File: src/rtl/ram_arbiter_if.sv
// Bundle of the two requester ports and the single-port ram port served by ram_arbiter.
// The slave modport is the arbiter's view; master is the environment driving it.
interface ram_arbiter_if #(
  parameter int unsigned ADDR_W = 32,
  parameter int unsigned DATA_W = 32
);
  logic              p0_req;
  logic              p0_we;
  logic [ADDR_W-1:0] p0_addr;
  logic [DATA_W-1:0] p0_wdata;
  logic              p0_done;
  logic [DATA_W-1:0] p0_rdata;
  logic              p0_err;

  logic              p1_req;
  logic              p1_we;
  logic [ADDR_W-1:0] p1_addr;
  logic [DATA_W-1:0] p1_wdata;
  logic              p1_done;
  logic [DATA_W-1:0] p1_rdata;
  logic              p1_err;

  logic              ram_write_enable;
  logic              ram_read_enable;
  logic [ADDR_W-1:0] ram_addr;
  logic [DATA_W-1:0] ram_wdata;
  logic [DATA_W-1:0] ram_rdata;
  logic              busy;

  modport slave (
    input  p0_req, p0_we, p0_addr, p0_wdata,
    output p0_done, p0_rdata, p0_err,
    input  p1_req, p1_we, p1_addr, p1_wdata,
    output p1_done, p1_rdata, p1_err,
    output ram_write_enable, ram_read_enable, ram_addr, ram_wdata,
    input  ram_rdata,
    output busy
  );

  modport master (
    output p0_req, p0_we, p0_addr, p0_wdata,
    input  p0_done, p0_rdata, p0_err,
    output p1_req, p1_we, p1_addr, p1_wdata,
    input  p1_done, p1_rdata, p1_err,
    input  ram_write_enable, ram_read_enable, ram_addr, ram_wdata,
    output ram_rdata,
    input  busy
  );
endinterface

File: src/rtl/ram_arbiter.sv
// Two-port arbiter in front of a single-port ram: fetch (port 0) and LSU (port 1).
// Each access is IDLE -> ACCESS -> DONE; misaligned accesses complete with err and no ram cycle.
module ram_arbiter #(
  parameter int unsigned ADDR_W     = 32,
  parameter int unsigned DATA_W     = 32,
  parameter bit          FIXED_PRIO = 1'b0
) (
  input logic         clk,
  input logic         reset,
  ram_arbiter_if.slave bus
);

  typedef enum logic [1:0] {StIdle, StAccess, StDone} state_e;

  state_e            state_q, state_d;
  logic              owner_q, owner_d;
  logic              last_owner_q, last_owner_d;
  logic              we_q, we_d;
  logic              err_pending_q, err_pending_d;
  logic [ADDR_W-1:0] addr_q, addr_d;
  logic [DATA_W-1:0] wdata_q, wdata_d;
  logic [DATA_W-1:0] rdata_q, rdata_d;

  logic              win;
  logic [ADDR_W-1:0] win_addr;
  logic              in_access;
  logic              in_done;

  always_ff @(posedge clk or negedge reset) begin
    if (!reset) begin
      state_q       <= StIdle;
      owner_q       <= 1'b0;
      last_owner_q  <= 1'b1;
      we_q          <= 1'b0;
      err_pending_q <= 1'b0;
      addr_q        <= '0;
      wdata_q       <= '0;
      rdata_q       <= '0;
    end else begin
      state_q       <= state_d;
      owner_q       <= owner_d;
      last_owner_q  <= last_owner_d;
      we_q          <= we_d;
      err_pending_q <= err_pending_d;
      addr_q        <= addr_d;
      wdata_q       <= wdata_d;
      rdata_q       <= rdata_d;
    end
  end

  always_comb begin
    state_d       = state_q;
    owner_d       = owner_q;
    last_owner_d  = last_owner_q;
    we_d          = we_q;
    err_pending_d = err_pending_q;
    addr_d        = addr_q;
    wdata_d       = wdata_q;
    rdata_d       = rdata_q;

    // On a tie, round-robin favours the port that did not own the last access.
    if (bus.p0_req && bus.p1_req) begin
      win = FIXED_PRIO ? 1'b0 : ~last_owner_q;
    end else begin
      win = bus.p1_req;
    end
    win_addr = win ? bus.p1_addr : bus.p0_addr;

    unique case (state_q)
      StIdle: begin
        if (bus.p0_req || bus.p1_req) begin
          owner_d       = win;
          we_d          = win ? bus.p1_we : bus.p0_we;
          addr_d        = win_addr;
          wdata_d       = win ? bus.p1_wdata : bus.p0_wdata;
          err_pending_d = (win_addr[1:0] != 2'b00);
          state_d       = StAccess;
        end
      end
      StAccess: begin
        rdata_d = (!we_q && !err_pending_q) ? bus.ram_rdata : '0;
        state_d = StDone;
      end
      StDone: begin
        last_owner_d = owner_q;
        state_d      = StIdle;
      end
      default: state_d = StIdle;
    endcase
  end

  // Outputs decode straight from state so reset removes them without a clock edge.
  always_comb begin
    in_access = (state_q == StAccess);
    in_done   = (state_q == StDone);

    bus.ram_write_enable = in_access && we_q && !err_pending_q;
    bus.ram_read_enable  = in_access && !we_q && !err_pending_q;
    bus.ram_addr         = in_access ? addr_q : '0;
    bus.ram_wdata        = in_access ? wdata_q : '0;

    bus.p0_done  = in_done && !owner_q;
    bus.p1_done  = in_done && owner_q;
    bus.p0_err   = bus.p0_done && err_pending_q;
    bus.p1_err   = bus.p1_done && err_pending_q;
    bus.p0_rdata = bus.p0_done ? rdata_q : '0;
    bus.p1_rdata = bus.p1_done ? rdata_q : '0;

    bus.busy = (state_q != StIdle);
  end

endmodule
File: src/flat_wrapper.sv
// flat-port wrapper written by rule: the top's interface ports become plain ports
module ram_arbiter_flat 
#(
  parameter int unsigned ADDR_W     = 32,
  parameter int unsigned DATA_W     = 32,
  parameter bit          FIXED_PRIO = 1'b0
)
  (clk, reset, bus_p0_req, bus_p0_we, bus_p0_addr, bus_p0_wdata, bus_p0_done, bus_p0_rdata, bus_p0_err, bus_p1_req, bus_p1_we, bus_p1_addr, bus_p1_wdata, bus_p1_done, bus_p1_rdata, bus_p1_err, bus_ram_write_enable, bus_ram_read_enable, bus_ram_addr, bus_ram_wdata, bus_ram_rdata, bus_busy);
  ram_arbiter_if #(.ADDR_W(ADDR_W), .DATA_W(DATA_W)) bus_i ();
  input logic clk;
  input logic reset;
  input wire logic [$bits(bus_i.p0_req)-1:0] bus_p0_req;
  input wire logic [$bits(bus_i.p0_we)-1:0] bus_p0_we;
  input wire logic [$bits(bus_i.p0_addr)-1:0] bus_p0_addr;
  input wire logic [$bits(bus_i.p0_wdata)-1:0] bus_p0_wdata;
  output wire logic [$bits(bus_i.p0_done)-1:0] bus_p0_done;
  output wire logic [$bits(bus_i.p0_rdata)-1:0] bus_p0_rdata;
  output wire logic [$bits(bus_i.p0_err)-1:0] bus_p0_err;
  input wire logic [$bits(bus_i.p1_req)-1:0] bus_p1_req;
  input wire logic [$bits(bus_i.p1_we)-1:0] bus_p1_we;
  input wire logic [$bits(bus_i.p1_addr)-1:0] bus_p1_addr;
  input wire logic [$bits(bus_i.p1_wdata)-1:0] bus_p1_wdata;
  output wire logic [$bits(bus_i.p1_done)-1:0] bus_p1_done;
  output wire logic [$bits(bus_i.p1_rdata)-1:0] bus_p1_rdata;
  output wire logic [$bits(bus_i.p1_err)-1:0] bus_p1_err;
  output wire logic [$bits(bus_i.ram_write_enable)-1:0] bus_ram_write_enable;
  output wire logic [$bits(bus_i.ram_read_enable)-1:0] bus_ram_read_enable;
  output wire logic [$bits(bus_i.ram_addr)-1:0] bus_ram_addr;
  output wire logic [$bits(bus_i.ram_wdata)-1:0] bus_ram_wdata;
  input wire logic [$bits(bus_i.ram_rdata)-1:0] bus_ram_rdata;
  output wire logic [$bits(bus_i.busy)-1:0] bus_busy;
  assign bus_i.p0_req = bus_p0_req;
  assign bus_i.p0_we = bus_p0_we;
  assign bus_i.p0_addr = bus_p0_addr;
  assign bus_i.p0_wdata = bus_p0_wdata;
  assign bus_p0_done = bus_i.p0_done;
  assign bus_p0_rdata = bus_i.p0_rdata;
  assign bus_p0_err = bus_i.p0_err;
  assign bus_i.p1_req = bus_p1_req;
  assign bus_i.p1_we = bus_p1_we;
  assign bus_i.p1_addr = bus_p1_addr;
  assign bus_i.p1_wdata = bus_p1_wdata;
  assign bus_p1_done = bus_i.p1_done;
  assign bus_p1_rdata = bus_i.p1_rdata;
  assign bus_p1_err = bus_i.p1_err;
  assign bus_ram_write_enable = bus_i.ram_write_enable;
  assign bus_ram_read_enable = bus_i.ram_read_enable;
  assign bus_ram_addr = bus_i.ram_addr;
  assign bus_ram_wdata = bus_i.ram_wdata;
  assign bus_i.ram_rdata = bus_ram_rdata;
  assign bus_busy = bus_i.busy;
  ram_arbiter #(.ADDR_W(ADDR_W), .DATA_W(DATA_W), .FIXED_PRIO(FIXED_PRIO)) u_core (.clk(clk), .reset(reset), .bus(bus_i));
endmodule
File: config.mk
export PLATFORM = sky130hd
export DESIGN_NAME = ram_arbiter_flat
export DESIGN_NICKNAME = d
export VERILOG_FILES = /design/src/rtl/ram_arbiter_if.sv /design/src/rtl/ram_arbiter.sv /design/src/flat_wrapper.sv
export SDC_FILE = /design/constraint.sdc
export NUM_CORES = 1
export LEC_CHECK = 0
export BUFFER_PORTS_ARGS = -buffer_cell sky130_fd_sc_hd__buf_2
export CORE_MARGIN = 1
export CORE_UTILIZATION = 30
export CTS_BUF_LIST = sky130_fd_sc_hd__clkbuf_8 sky130_fd_sc_hd__clkbuf_16
export CTS_CLUSTER_DIAMETER = 30
export DETAILED_ROUTE_END_ITERATION = 16
export PLACE_DENSITY_LB_ADDON = 0.1
export SYNTH_ARGS = -nofsm -noshare
export SYNTH_HDL_FRONTEND = slang
export SYNTH_SLANG_ARGS = --single-unit
File: constraint.sdc
create_clock -name clk -period 3.4 [get_ports clk]
set_input_delay 0.17 -clock clk [delete_from_list [all_inputs] [get_ports clk]]
set_output_delay 0.17 -clock clk [all_outputs]
set_load 0.005 [all_outputs]
==> reports/metrics.csv, run 1 <==
stage,metric,value,unit
die,die-area,0.0198,sq mm
worst_setup_path,crit_type,reg -> out,
layout,nets,903,
worst_setup_path,cp_max_fo,35,
worst_setup_path,start_kind,register,
pwr,pwr-share-clk,18.0,%
pwr,power_frac_seq,37.1,%
logic_synthesis,syn_area,0.00578,sq mm
global_routing,grt.total_usage,15.0,%
logic_synthesis,synth_top_area_cell,dfrtp_1,
timing,timing.fmax,0.409,GHz
layout,num_antenna_cells,0,
hold_path,hp-class,in -> reg,
clock_tree,cts_sinks,102,
worst_setup_path,crit_chain,nand2b_1 > buf_4 > nor3_4 > buf_4 > buf_2,
place,gp_congestion,0.744,
logic_synthesis,synth_warnings,0,
route,vias,4366,
pwr,p_sw,1.96,mW
route,initialDrtViolationCount,100,
timing,finalSetupViolCount,0,
clock_tree,cts_htree_levels,3,
global_routing,grt_pass1_wl,23100,um
clock_tree,cts_tree,yes,
timing,fin_tns_setup,0,ns
timing,worst-slew-pin-transition,0.806,ns
timing,slew_headroom,46.0,%
logic_synthesis,yosysUniqueCellTypes,29,
timing,slew_viol_final,0,
clock_tree,numCtsBuffers,9,
pwr,pwr_density_cell,765,mW/mm^2
place,hpwlAfterDp,11400,um
clock_tree,ctsResizeCount,0,
die,num_rows,50,
global_routing,first_global_vias,4476,
place,placed_area,0.00753,sq mm
route,drcViolationCount,0,
worst_setup_path,slowest_stage,nor3_4,
clock_tree,clk_latency,0.34,ns
die,die_width,141,um
route,ant_nets,0,
clock_tree,cts_root_buf,clkbuf_16,
worst_setup_path,slowest_delay,0.58,ns
logic_synthesis,syn_area_per_cell,12.9,sq um
timing,rsz0062_at_grt,no,
worst_setup_path,cp.arrival,2.28,ns
layout,area.growth.synth_to_final,35.9,%
worst_setup_path,end_kind,output pin,
layout,finalInstanceArea,0.00786,sq mm
logic_synthesis,synth.top_cell.area_share,43.7,%
global_routing,antenna_found_initial,0,
route,vias_per_cell,4.36,
pwr,intPower,4.06,mW
clock_tree,clkTransAtPathRegs,0.07,ns
logic_synthesis,ys_ff_latch,102,
worst_setup_path,cp.required,3.23,ns
worst_setup_path,crit_family,simple AND/OR/NAND/NOR gates,
global_routing,grt_max_degree,54,
clock_tree,clk_path_buf_depth,2,
timing,min_period,2.45,ns
die,initial_utilization,30.7,%
layout,drive_above_1_share,61.3,%
global_routing,overflow,0,
route,wl_per_cell,14.9,um
timing,skew,0.00947,ns
pwr,peakVddDrop,365,uV
layout,postLayoutCoreUtil,41.8,%
die,io_pins,301,
pwr,comb_power_share,44.9,%
job,maxCapViolCount,0,
logic_synthesis,synth-edff-count,0,
layout,fillCellCount,1857,
route,firstDrtPassIters,4,
layout,multi_input_area,0.00302,sq mm
layout,seqCellArea,0.00255,sq mm
logic_synthesis,synthFlopType,dfrtp_1,
logic_synthesis,synth_nets,615,
pwr,switching_share,32.5,%
status,status,completed,
die,die_h,141,um
logic_synthesis,ys_seq_area_share,44.1,%
logic_synthesis,synthArstFlopShare,100,%
worst_setup_path,crit_path_frequent_cell,buf_4,
route,routed_wirelength,14900,um
logic_synthesis,synthTopCellsByArea,"dfrtp_1, mux2_4, and2_1",
timing,min_period_over_period,72.0,%
die,core,0.0188,sq mm
timing,hold_viol_final,0,
pwr,leakagePower,4.30,nW
worst_setup_path,crit_buf_inv,3,
clock_tree,postCtsSetupBuffers,0,
logic_synthesis,syn-instance-count,449,
place,io_buffers,300,
-- cells in the final DEF, fill, tap and decap left out, types with 5 or more instances in the layout --
cell	count
buf_2	299
buf_4	7
dfrtp_1	101
and2_1	126
mux2_2	30
a22o_1	32
clkbuf_16	9
mux2_4	96
nor2_1	5
inv_1	5
-- through the flow --
step                worst slack (ns)  instances  power, mW  hold slack, ns
floorplan                       1.77        449       4.06          -0.126
global placement                1.33        985       4.96           0.234
detailed placement              1.28        985       4.99           0.249
CTS                            0.894       1002       6.13          0.0184
global route                   0.814       1002       6.45          0.0310
finish                         0.952       1002       6.01          0.0382
-- final cells by class --
| cell class | instances | area share, % |
|---|---|---|
| clock buffer | 12 | 3.39 |
| multi-input combinational | 308 | 38.4 |
| sequential | 102 | 32.5 |
| tap | 260 | 4.14 |
| inverter | 6 | 0.286 |
| clock inverter | 4 | 0.684 |
| timing repair buffer | 310 | 20.6 |
-- state kept, by name (all words and copies together), names as in the netlist --
signal and count:
u_core.addr_q 32, u_core.rdata_q 32, u_core.wdata_q 32, u_core.state_q 2, u_core.err_pending_q 1, u_core.last_owner_q 1
u_core.owner_q 1, u_core.we_q 1
-- routing by layer --
layer | GRT usage (%) | wire length, um | up-vias
met5 | 0 | 0 | -
met4 | 5.66 | 221 | 0
met3 | 2.51 | 799 | 14
met2 | 26.4 | 7480 | 173
met1 | 18.3 | 6430 | 2059
li1 | - | - | 2120
-- synthesized netlist by cell type (all sizes together), types with 2 or more instances --
cell    count
mux2      126
nor3        3
a22o       32
clkbuf     14
inv         6
o22ai       2
buf        19
dfrtp     101
nand2b      2
nor2        5
and2      126
o21ai       2
-- path summary, 6_finish.rpt --
| path | startpoint | endpoint | slack (ns) | cells past startpoint |
|---|---|---|---|---|
| min in group asynchronous | reset | u_core.wdata_q[18] | 0.39 | 2 |
| worst min register to register | u_core.wdata_q[23] | u_core.wdata_q[23] | 0.50 | 1 |
| max in group asynchronous | reset | u_core.last_owner_q | 2.21 | 3 |
| worst max register to register | u_core.state_q[1] | u_core.we_q | 1.34 | 4 |
| worst max-delay path | u_core.state_q[1] | bus_ram_read_enable | 0.95 | 5 |
| worst min-delay path | bus_ram_rdata[27] | u_core.rdata_q[27] | 0.04 | 2 |
-- power by group through the flow --
stage	logic (mW)	clock network (mW)	registers, mW
after global placement	2.69	0	2.27
after CTS	2.76	1.13	2.24
after floorplan	1.98	0	2.08
after detailed placement	2.75	0	2.24
after global routing	2.95	1.18	2.32
final	2.70	1.09	2.23
-- cell families after synthesis --
group,after synthesis,share of synthesized area (%)
buffers and inverters,39,3.96
and+or+nand+nor,139,14.9
muxes,127,30.9
DFF,102,44.1
AOI/OAI and AO/OA,42,6.04
-- what timing repair did --
item / CTS / global route
hold buffers: 1 / 0
endpoints found under the hold margin: 49 / 0
endpoints found under the setup margin: 0 / 0
Power figures use the tool's default switching activity.
==> inputs of run 2 (changes only) <==
==> constraint.sdc (replaced) <==
create_clock -name clk -period 2.4 [get_ports clk]
set_input_delay 0.12 -clock clk [delete_from_list [all_inputs] [get_ports clk]]
set_output_delay 0.12 -clock clk [all_outputs]
set_load 0.005 [all_outputs]
==> reports/metrics.csv, run 2 (same netlist as run 1, synthesis figures left out) <==
stage,metric,value,unit
timing,slew_headroom,68.9,%
timing,worst-slew-pin-transition,0.463,ns
route,routed_wirelength,15300,um
layout,layout_common_cells,"buf_2, and2_1, dfrtp_1, mux2_4, a22o_1",
route,vias_per_cell,4.34,
pwr,pwr_density_cell,1060,mW/mm^2
clock_tree,cts_root_buf,clkbuf_16,
timing,rsz0062_at_grt,no,
global_routing,grt_max_degree,50,
die,io_pins,301,
layout,drive_above_1_share,59.0,%
timing,finalSetupViolCount,0,
worst_setup_path,start_kind,register,
die,core,0.0188,sq mm
layout,largest_registers,"u_core.addr_q (32), u_core.rdata_q (32), u_core.wdata_q (32)",
clock_tree,cts_sinks,102,
worst_setup_path,cp.arrival,1.94,ns
clock_tree,clk_path_buf_depth,2,
clock_tree,clk_latency,0.34,ns
layout,nets,933,
timing,timing.fmax,0.485,GHz
die,num_rows,50,
layout,final_common_cell,buf_2,
worst_setup_path,cp_max_fo,49,
worst_setup_path,crit_type,reg -> out,
layout,fillCellCount,1847,
timing,skew,0.00847,ns
worst_setup_path,cp.required,2.28,ns
worst_setup_path,crit_family,buffers and inverters,
global_routing,first_global_vias,4580,
route,firstDrtPassIters,4,
global_routing,grt_pass1_wl,24100,um
clock_tree,cts_htree_levels,3,
die,die_h,141,um
route,initialDrtViolationCount,92,
worst_setup_path,slowest_delay,0.40,ns
timing,fin_tns_setup,0,ns
die,die-area,0.0198,sq mm
layout,postLayoutCoreUtil,43.4,%
job,maxCapViolCount,0,
global_routing,overflow,0,
global_routing,grt.total_usage,15.6,%
hold_path,hp-class,in -> reg,
pwr,design_power_total,8.62,mW
clock_tree,numCtsBuffers,9,
route,drcViolationCount,0,
route,ant_nets,0,
clock_tree,clkTransAtPathRegs,0.06,ns
place,io_buffers,300,
timing,slew_viol_final,0,
pwr,leakagePower,4.44,nW
worst_setup_path,end_kind,output pin,
worst_setup_path,crit_chain,nand2b_1 > clkinv_1 > buf_12 > and2_1 > buf_2,
status,status,completed,
layout,num_antenna_cells,0,
timing,min_period,2.06,ns
die,die_width,141,um
route,vias,4471,
clock_tree,ctsResizeCount,0,
die,initial_utilization,30.7,%
timing,min_period_over_period,85.8,%
worst_setup_path,crit_buf_inv,3,
route,wl_per_cell,14.8,um
pwr,peakVddDrop,394,uV
worst_setup_path,slowest_stage,dfrtp_1,
layout,area.growth.synth_to_final,41.2,%
place,gp_congestion,0.721,
place,hpwlAfterDp,11300,um
clock_tree,cts_tree,yes,
global_routing,antenna_found_initial,0,
timing,hold_viol_final,0,
## run 2: final timing paths
path                                          from            endpoint  slack [ns]  cells after the start
worst min-delay path              bus_ram_rdata[4]   u_core.rdata_q[4]        0.02                      2
min in group asynchronous                    reset  u_core.rdata_q[10]        0.23                      2
worst min register to register  u_core.wdata_q[10]  u_core.wdata_q[10]        0.50                      1
max in group asynchronous                    reset   u_core.addr_q[22]        1.45                      3
worst max register to register   u_core.state_q[1]   u_core.addr_q[18]        0.53                      4
worst max-delay path             u_core.state_q[1]    bus_ram_wdata[8]        0.34                      5
## run 2: area by class of cell
type	instances	area (sq um)	area share (%)
inverter	6	22.5	0.276
tap	260	325	3.98
clock buffer	9	225	2.76
multi-input combinational	308	3020	37.0
sequential	102	2550	31.3
clock inverter	6	80.1	0.981
timing repair buffer	340	1940	23.7
## run 2: repair_timing
action / 4_1_cts / 5_1_grt
buffers inserted: 0 / 0
hold buffers: 28 / 0
hold endpoints to repair: 50 / 0
## run 2: per-stage QoR
step	area (sq um)	setup WS (ns)	instances	hold slack, ns
CTS	8170	0.275	1031	0.0000701
global placement	7580	0.586	988	0.0520
floorplan	5780	0.771	449	-0.176
finish	8170	0.340	1031	0.0169
detailed placement	7580	0.491	988	0.0592
global route	8170	0.177	1031	0.00502
## run 2: report_power, final
group	internal, mW	total, mW	switching [mW]
combinational	2.34	3.98	1.65
clock	0.899	1.51	0.611
sequential	2.61	3.13	0.513
## run 2: worst reg2reg max path, cell delays in order (launching register included)
cell and delay, ns:
dfrtp_1 0.42, nor2_1 0.25, o21a_4 0.46, buf_4 0.31
mux2_4 0.32
## run 2: routing by layer
| metal | vias to the layer above | routed length (um) | track usage [%] |
|---|---|---|---|
| li1 | 2169 | - | - |
| met1 | 2113 | 6480 | 18.9 |
| met2 | 174 | 7630 | 27.3 |
| met3 | 15 | 889 | 3.09 |
| met4 | 0 | 253 | 5.55 |
| met5 | - | 0 | 0 |
==> inputs of run 3 (changes only) <==
--- a/config.mk
+++ b/config.mk
@@ -11,7 +11,7 @@
 export CTS_BUF_LIST = sky130_fd_sc_hd__clkbuf_8 sky130_fd_sc_hd__clkbuf_16
 export CTS_CLUSTER_DIAMETER = 30
 export DETAILED_ROUTE_END_ITERATION = 16
-export PLACE_DENSITY_LB_ADDON = 0.1
+export PLACE_DENSITY = 0.66
 export SYNTH_ARGS = -nofsm -noshare
 export SYNTH_HDL_FRONTEND = slang
 export SYNTH_SLANG_ARGS = --single-unit
==> reports/metrics.csv, run 3 (same netlist as run 1, synthesis figures left out) <==
stage,metric,value,unit
status,status,completed,
timing,skew,0.00733,ns
route,wl_per_cell,14.4,um
job,maxCapViolCount,0,
pwr,intPower,5.86,mW
timing,worst_slack,0.328,ns
layout,largest_registers,"u_core.addr_q (32), u_core.rdata_q (32), u_core.wdata_q (32)",
timing,hold_viol_final,0,
timing,timing.fmax,0.483,GHz
die,core,0.0188,sq mm
place,dpl_worst_slack,0.465,ns
pwr,leakagePower,4.45,nW
clock_tree,cts_sinks,102,
pwr,pwr_density_cell,1050,mW/mm^2
pwr,p_sw,2.80,mW
clock_tree,numCtsBuffers,9,
clock_tree,postCtsSetupBuffers,0,
timing,finalSetupViolCount,0,
place,placed_area,0.00759,sq mm
place,gp_congestion,0.723,
layout,layout_common_cells,"buf_2, and2_1, dfrtp_1, mux2_4",
pwr,comb_power_share,45.9,%
global_routing,first_global_vias,4510,
die,die_width,141,um
worst_setup_path,r2r_cells,4,
worst_setup_path,reg2reg_from,u_core.last_owner_q,
timing,min_period_over_period,86.3,%
pwr,power_frac_seq,36.1,%
layout,area.growth.synth_to_final,42.2,%
worst_setup_path,timing.rr.end,u_core.addr_q[7],
clock_tree,cts_root_buf,clkbuf_16,
clock_tree,cts_tree,yes,
pwr,peakVddDrop,421,uV
route,firstDrtPassIters,4,
worst_setup_path,cp.required,2.28,ns
global_routing,grt_max_degree,47,
timing,worst-slew-pin-transition,0.442,ns
layout,nets,936,
worst_setup_path,cp_max_fo,35,
timing,slew_headroom,70.5,%
timing,fin_tns_setup,0,ns
route,routed_wirelength,14900,um
route,vias_per_cell,4.35,
pwr,switching_share,32.3,%
clock_tree,clkTransAtPathRegs,0.07,ns
pwr,design_power_total,8.66,mW
layout,finalInstanceArea,0.00823,sq mm
place,hpwlAfterDp,10700,um
global_routing,overflow,0,
timing,slew_viol_final,0,
hold_path,hp-class,in -> reg,
clock_tree,clk_path_buf_depth,2,
route,ant_nets,0,
worst_setup_path,crit_type,reg -> out,
route,drcViolationCount,0,
worst_setup_path,end_kind,output pin,
layout,drive_above_1_share,59.0,%
global_routing,antenna_found_initial,2,
layout,final_common_cell,buf_2,
die,io_pins,301,
worst_setup_path,endpoint,bus_ram_read_enable,
route,vias,4504,
layout,fillCellCount,1727,
worst_setup_path,cp-startpoint,u_core.state_q[1],
pwr,pwr-share-clk,18.1,%
clock_tree,clk_latency,0.34,ns
timing,min_period,2.07,ns
worst_setup_path,r2r_slack,0.47,ns
worst_setup_path,start_kind,register,
timing,rsz0062_at_grt,no,
place,io_buffers,300,
clock_tree,cts_htree_levels,3,
die,die_h,141,um
die,initial_utilization,30.7,%
global_routing,grt_pass1_wl,23300,um
layout,postLayoutCoreUtil,43.7,%
route,initialDrtViolationCount,117,
global_routing,grt.total_usage,15.1,%
worst_setup_path,cp.arrival,1.95,ns
die,die-area,0.0198,sq mm
die,num_rows,50,
## run 3: routing by layer
layer	global-route usage [%]	routed length (um)	up-vias
met2	26.3	7270	192
met1	18.2	6500	2111
met5	0	13	-
met3	3.80	896	17
met4	5.09	250	2
li1	-	-	2182
## run 3: critical path, cell delays in order (launching register included)
cell and delay, ns:
dfrtp_1 0.41, nand2b_1 0.21, buf_4 0.27, nor3_4 0.15
buf_4 0.35, buf_2 0.19
## run 3: per-stage QoR
stage / instances / hold slack [ns]
finish: 1035 / 0.0274
global route: 1035 / 0.0199
CTS: 1034 / 0.0155
detailed placement: 987 / 0.0901
global placement: 987 / 0.0919
floorplan: 449 / -0.176
## run 3: power by group through the flow
stage	combinational (mW)	sequential (mW)	clock, mW
6_report	3.97	3.12	1.56
5_1_grt	4.34	3.26	1.70
4_1_cts	4.05	3.13	1.64
3_5_place_dp	3.99	3.14	0
3_3_place_gp	3.95	3.12	0
2_1_floorplan	2.81	2.95	0
## run 3: area by class of cell
cell class                      count  area [sq um]  share of cell area, %
Antenna cell                        1          2.50                 0.0304
Clock buffer                        9           225                   2.74
Clock inverter                      6          88.8                   1.08
Inverter                            6          26.3                  0.319
Multi-Input combinational cell    308          3020                   36.8
Sequential cell                   102          2550                   31.0
Tap cell                          260           325                   3.95
Timing Repair Buffer              343          1980                   24.1
## run 3: how the worst min path moves through the flow
stage,cells after the start,startpoint,to,slack (ns)
6_report,2,bus_ram_rdata[10],u_core.rdata_q[10],0.03
5_1_grt,2,bus_ram_rdata[10],u_core.rdata_q[10],0.02
3_3_place_gp,1,reset,u_core.wdata_q[15],0.09
3_5_place_dp,1,reset,u_core.wdata_q[15],0.09
4_1_cts,2,bus_ram_rdata[10],u_core.rdata_q[10],0.02
2_1_floorplan,0,reset,u_core.addr_q[0],-0.18
## run 3: what timing repair did
item                                    4_1_cts  5_1_grt
hold endpoints to repair                     59        0
hold buffers                                 32        0
gates resized for setup                       0        1
endpoints found under the setup margin        0       36
